<file path="config.mk">
export PLATFORM = sky130hd
export DESIGN_NAME = dac_sample_sched
export DESIGN_NICKNAME = d
export VERILOG_FILES = /design/src/rtl/dac_sample_sched.sv
export SDC_FILE = /design/constraint.sdc
export NUM_CORES = 1
export LEC_CHECK = 0
export ABC_AREA = 0
export BUFFER_PORTS_ARGS = -buffer_cell sky130_fd_sc_hd__buf_4
export CELL_PAD_IN_SITES_DETAIL_PLACEMENT = 1
export CELL_PAD_IN_SITES_GLOBAL_PLACEMENT = 1
export CORE_ASPECT_RATIO = 1.25
export CORE_MARGIN = 2
export CORE_UTILIZATION = 45
export DETAILED_ROUTE_END_ITERATION = 10
export GPL_ROUTABILITY_DRIVEN = 0
export MAX_ROUTING_LAYER = met4
export PLACE_DENSITY = 0.83
export SLEW_MARGIN = 0
export SYNTH_ARGS = -nofsm -noshare
export SYNTH_HDL_FRONTEND = slang
export SYNTH_SLANG_ARGS = --single-unit
</file>
<file path="constraint.sdc">
create_clock -name sysclk -period 6.72 [get_ports sysclk]
set_input_delay 2.016 -clock sysclk [delete_from_list [all_inputs] [get_ports sysclk]]
set_output_delay 2.016 -clock sysclk [all_outputs]
set_load 0.005 [all_outputs]
</file>
<file path="src/rtl/dac_sample_sched.sv">
// Sample-rate tick generator and round-robin two-requester arbiter feeding a serial DAC.
// Loads are spaced by at least MIN_GAP cycles; ticks that land inside a load sequence are counted as overruns.
module dac_sample_sched #(
  parameter int unsigned CLK_DIV = 5000,
  parameter int unsigned MIN_GAP = 1000,
  parameter int unsigned DW      = 10
) (
  input  logic          sysclk,
  input  logic          rst_n,
  input  logic          enable,
  input  logic          req_a,
  input  logic [DW-1:0] data_a,
  output logic          ack_a,
  input  logic          req_b,
  input  logic [DW-1:0] data_b,
  output logic          ack_b,
  output logic [DW-1:0] dac_data,
  output logic          dac_load,
  output logic          sample_tick,
  output logic          busy,
  output logic [7:0]    overrun_cnt
);

  localparam logic [15:0] TIMER_RELOAD = 16'(CLK_DIV - 1);
  localparam logic [15:0] GAP_RELOAD   = 16'(MIN_GAP - 1);

  localparam logic [1:0] ST_IDLE = 2'd0;
  localparam logic [1:0] ST_LOAD = 2'd1;
  localparam logic [1:0] ST_GAP  = 2'd2;

  localparam logic GRANT_A = 1'b0;
  localparam logic GRANT_B = 1'b1;

  logic [15:0]   timer_q, timer_d;
  logic [15:0]   gap_q, gap_d;
  logic [1:0]    state_q, state_d;
  logic          last_grant_q, last_grant_d;
  logic [DW-1:0] data_q, data_d;
  logic [7:0]    ovr_q, ovr_d;

  logic tick;
  logic any_req;
  logic winner;
  logic load_active;

  // Timer is parked at its reload value while disabled so the first tick
  // after enabling always lands a full period later.
  always_comb begin
    timer_d = TIMER_RELOAD;
    if (enable && (timer_q != 16'd0)) begin
      timer_d = timer_q - 16'd1;
    end
  end

  assign tick    = enable && (timer_q == 16'd0);
  assign any_req = req_a || req_b;

  always_comb begin
    winner = GRANT_A;
    if (req_a && req_b) begin
      winner = ~last_grant_q;
    end else if (req_b) begin
      winner = GRANT_B;
    end
  end

  always_comb begin
    state_d      = state_q;
    gap_d        = gap_q;
    last_grant_d = last_grant_q;
    data_d       = data_q;
    case (state_q)
      ST_IDLE: begin
        if (tick && any_req) begin
          state_d      = ST_LOAD;
          last_grant_d = winner;
          data_d       = (winner == GRANT_B) ? data_b : data_a;
        end
      end
      ST_LOAD: begin
        gap_d   = GAP_RELOAD;
        state_d = ST_GAP;
      end
      ST_GAP: begin
        if (gap_q == 16'd0) begin
          state_d = ST_IDLE;
        end else begin
          gap_d = gap_q - 16'd1;
        end
      end
      default: begin
        state_d = ST_GAP;
        gap_d   = GAP_RELOAD;
      end
    endcase
  end

  // A tick during a load sequence is dropped, not queued.
  always_comb begin
    ovr_d = ovr_q;
    if (tick && (state_q != ST_IDLE) && (ovr_q != 8'hFF)) begin
      ovr_d = ovr_q + 8'd1;
    end
  end

  always_ff @(posedge sysclk) begin
    if (!rst_n) begin
      timer_q      <= TIMER_RELOAD;
      gap_q        <= GAP_RELOAD;
      state_q      <= ST_GAP;
      last_grant_q <= GRANT_B;
      data_q       <= '0;
      ovr_q        <= 8'd0;
    end else begin
      timer_q      <= timer_d;
      gap_q        <= gap_d;
      state_q      <= state_d;
      last_grant_q <= last_grant_d;
      data_q       <= data_d;
      ovr_q        <= ovr_d;
    end
  end

  // Gated by rst_n so a reset landing on the LOAD cycle never leaks a strobe.
  assign load_active = rst_n && (state_q == ST_LOAD);

  assign dac_load    = load_active;
  assign ack_a       = load_active && (last_grant_q == GRANT_A);
  assign ack_b       = load_active && (last_grant_q == GRANT_B);
  assign dac_data    = data_q;
  assign sample_tick = tick;
  assign busy        = (state_q != ST_IDLE);
  assign overrun_cnt = ovr_q;

endmodule

</file>
==> results by group <==
Run status
  • Outcome: finished, final reports clean

Logic synthesis
  • Main area contributors after synthesis: dfxtp_1, nand2_1, mux2_2
  • Post-Synth Simple-Gate Area: 0.308
  • Synth Net Count: 345
  • Yosys reg bits: 53
  • Avg Cell Area, Syn: between 8 and 9 um2
  • Mux share of post-synthesis cell area: 0.0602
  • Top_reg_cell synth: dfxtp_1
  • Yosys cell types: between 50 and 60
  • Adder-cell share of the synthesized area: 0.0185
  • Top cell type's share of synthesized area: 0.392
  • Post-synthesis compound-gate area fraction: 0.152
  • Yosys warning count: 0
  • EDFF count, synth: 0
  • Sequential cell area fraction in the yosys report: 0.392
  • Combinational family with the most area after synthesis: simple AND/OR/NAND/NOR gates
  • Post-synth top area cell: dfxtp_1
  • Post-Synthesis Cells: between 300 and 400
  • Ys async rst share: 0
  • Synthesized area: 2700 um2
  • XOR/XNOR Fraction of Synth Area: 0.0356

Critical path
  • Worst path required time: roughly 4.7 ns
  • CP Cell Sequence: buf_4, nor4bb_1, nand4_1, inv_1, buf_4, buf_4
  • Critical Path Most Common Cell: buf_4
  • Kind of critical path: primary input to output port
  • Max FO, Critical Path: 17
  • R2R cell count: 4
  • R2R Setup Slk: 4.40 ns
  • Worst setup EP type: output port
  • Worst Path Arrival: between 3 and 4 ns
  • Worst path slowest cell: nand4_1
  • Max incr delay on CP: approximately 0.35 ns
  • Worst setup SP type: primary input

STA
  • Worst clock skew: approximately 0.011 ns
  • Final min period: a little over 5 ns
  • Endpoints failing setup: 0
  • Unrepaired setup endpoints after global routing: no
  • Slew HR: 0.220
  • Final period utilization: 0.772
  • Peak Freq: a little under 200 MHz
  • Slew Viols, Final: 0
  • Final hold vios: 0
  • Worst-Margin Slew: about 1.2 ns
  • Hold_ws: ~0.43 ns
  • Setup TNS: 0 ns

GRT
  • Initial antenna violation count: 0
  • Largest net degree at the start of global routing: 43
  • Total GRT Usage: 0.233
  • Vias in the first global route: between 2,000 and 3,000
  • First-pass GRT wire length: around 12 mm
  • GR Overflow Total: 0

Min path
  • Worst hold stages: 1
  • Hold WC Path Type: flip-flop to flip-flop

Clocking
  • Root buf cell: clkbuf_8
  • TritonCTS clock tree: done
  • H-tree levels: 2
  • Number of buffers created by CTS: 5
  • Hold_buf cts: 0
  • Clock Latency Late Sink: 0.31 ns
  • Total clock sinks: 53
  • Post_cts resized: 0
  • CTS Buffer Depth: 2
  • Post-CTS setup buffers: 0
  • CTS clk-pin slew, worst paths: about 0.11 ns

Die
  • Chip Height: about 91 um
  • IO Pins: 48
  • Initial Util: 0.465
  • Die Wd: around 73 um
  • Core footprint: 5820 um2
  • Die area: 6650 um2
  • Site row count: 31

Routing
  • Via count: 2,545
  • Routed wire length: between 7 and 8 mm
  • Routed wire per std cell: 16.7 um
  • DRT iter0 DRCs: 68
  • Vias/cell: approximately 6
  • DRC Markers: 0
  • First drt pass iteration count: 4
  • Antenna viol nets, final: 0

Final layout
  • Ratio of cells with drive above 1 in the final layout: 0.209
  • Final net count: 386
  • Layout area overhead: 19.5%
  • Diode count: 0
  • Fin cells: between 400 and 500

Job
  • Max_cap viols: 0

Pwr
  • PD cells: about 200 nW/um2
  • Max rail drop VDD: 0.115 mV
  • LEAKAGE: between 0.001 and 0.0015 uW

Placed design
  • Placed Cells incl. Taps: 416
  • # port buffers: 47
  • HPWL reported at the end of detailed placement: 5.09 mm
cell usage in the layout (no fill, tap or decap), types with 2 or more instances in the layout:
master	synthesis	layout
o311a_1	3	3
dfxtp_1	53	53
buf_4	0	49
mux2_2	10	10
nor3_1	9	9
or4_1	8	8
ha_1	4	4
mux2i_1	5	5
o21ai_0	18	18
nand4_1	14	14
a31oi_1	2	2
a21oi_1	10	10
and4b_1	2	2
or3_1	9	9
nor4_1	5	5
clkbuf_8	0	5
nor4_2	2	2
bufinv_16	0	2
a221oi_1	2	2
nand2b_1	7	7
a2111oi_0	2	2
or4b_2	3	3
o31ai_1	11	11
nand2_1	40	40
xnor2_1	4	4
nor2b_1	2	2
nand3_1	9	9
nor4bb_1	2	2
nor2_1	24	24
and3_1	2	2
inv_1	8	8
xor2_1	7	7
o41ai_1	2	2
a311oi_1	2	2
a211oi_1	2	2
worst paths after layout:
path	to	from
hold reg to reg	timer_q[0]$_SDFF_PN1_	timer_q[0]$_SDFF_PN1_
hold / removal	timer_q[0]$_SDFF_PN1_	timer_q[0]$_SDFF_PN1_
setup reg to reg	timer_q[3]$_SDFF_PN0_	timer_q[10]$_SDFF_PN0_
setup / recovery	sample_tick	enable
logic make-up after synthesis:
family	count (synthesis)
compound gates	61
xor+xnor	11
fa+ha+maj	4
buf+inv	23
flops	53
mux	15
simple gates	149
power by group:
group / total [uW] / switching, uW / leakage, uW / internal [uW]
Sequential: 334 / 11.7 / 0.000429 / 322
Combinational: 61.7 / 31.2 / 0.000680 / 30.6
Clock: 261 / 111 / 0.0000687 / 150
worst max-delay path, delay by kind of cell:
kind                   cells  cell delay (ns)
and+or+nand+nor            2             0.55
buffers and inverters      4             0.59
registers in the layout, summed over array words and instances, names as in the netlist:
register and count:
dac_data 10, gap_q 16, last_grant_q 1, overrun_cnt 8
state_q 2, timer_q 16
cells in the mapped netlist, drive strengths merged (2+ instances only):
library cell,n
buf,3
and3,2
o21ai,18
nor2b,2
dfxtp,53
o311a,3
a2111oi,2
nor2,24
and4b,2
nand3,9
clkbuf,12
a221oi,2
nand2,40
nor4,8
or4b,3
o31ai,11
a311oi,2
xor2,7
xnor2,4
or4,8
a31oi,2
nor4bb,2
nand2b,7
inv,8
mux2i,5
or3,10
nand4,14
a211oi,2
a21oi,10
nor3,10
mux2,10
o41ai,2
ha,4
area by class of cell:
class	count	area, um2
Tap cell	66	82.6
Inverter	8	30.0
Clock buffer	5	68.8
Sequential cell	53	1060
Fill cell	714	2590
Timing Repair Buffer	49	368
Clock inverter	3	68.8
Multi-Input combinational cell	240	1550
metal layers:
| metal | global-route usage | vias to the layer above | wire length (um) |
|---|---|---|---|
| li1 | - | 1259 | - |
| met1 | 0.277 | 1246 | 3010 |
| met2 | 0.399 | 32 | 3820 |
| met3 | 0.0335 | 8 | 141 |
| met4 | 0.0697 | 0 | 99 |
| met5 | - | - | 0 |
metrics by stage:
step	total power [uW]	util	area, um2	setup slack (ns)
floorplan	379	-	2700	1.78
CTS	663	0.555	3230	1.53
global placement	400	0.532	3090	1.55
detailed placement	403	0.532	3090	1.51
global route	686	0.555	3230	1.32
finish	657	0.555	3230	1.53
(Power assumes the default switching activity.)
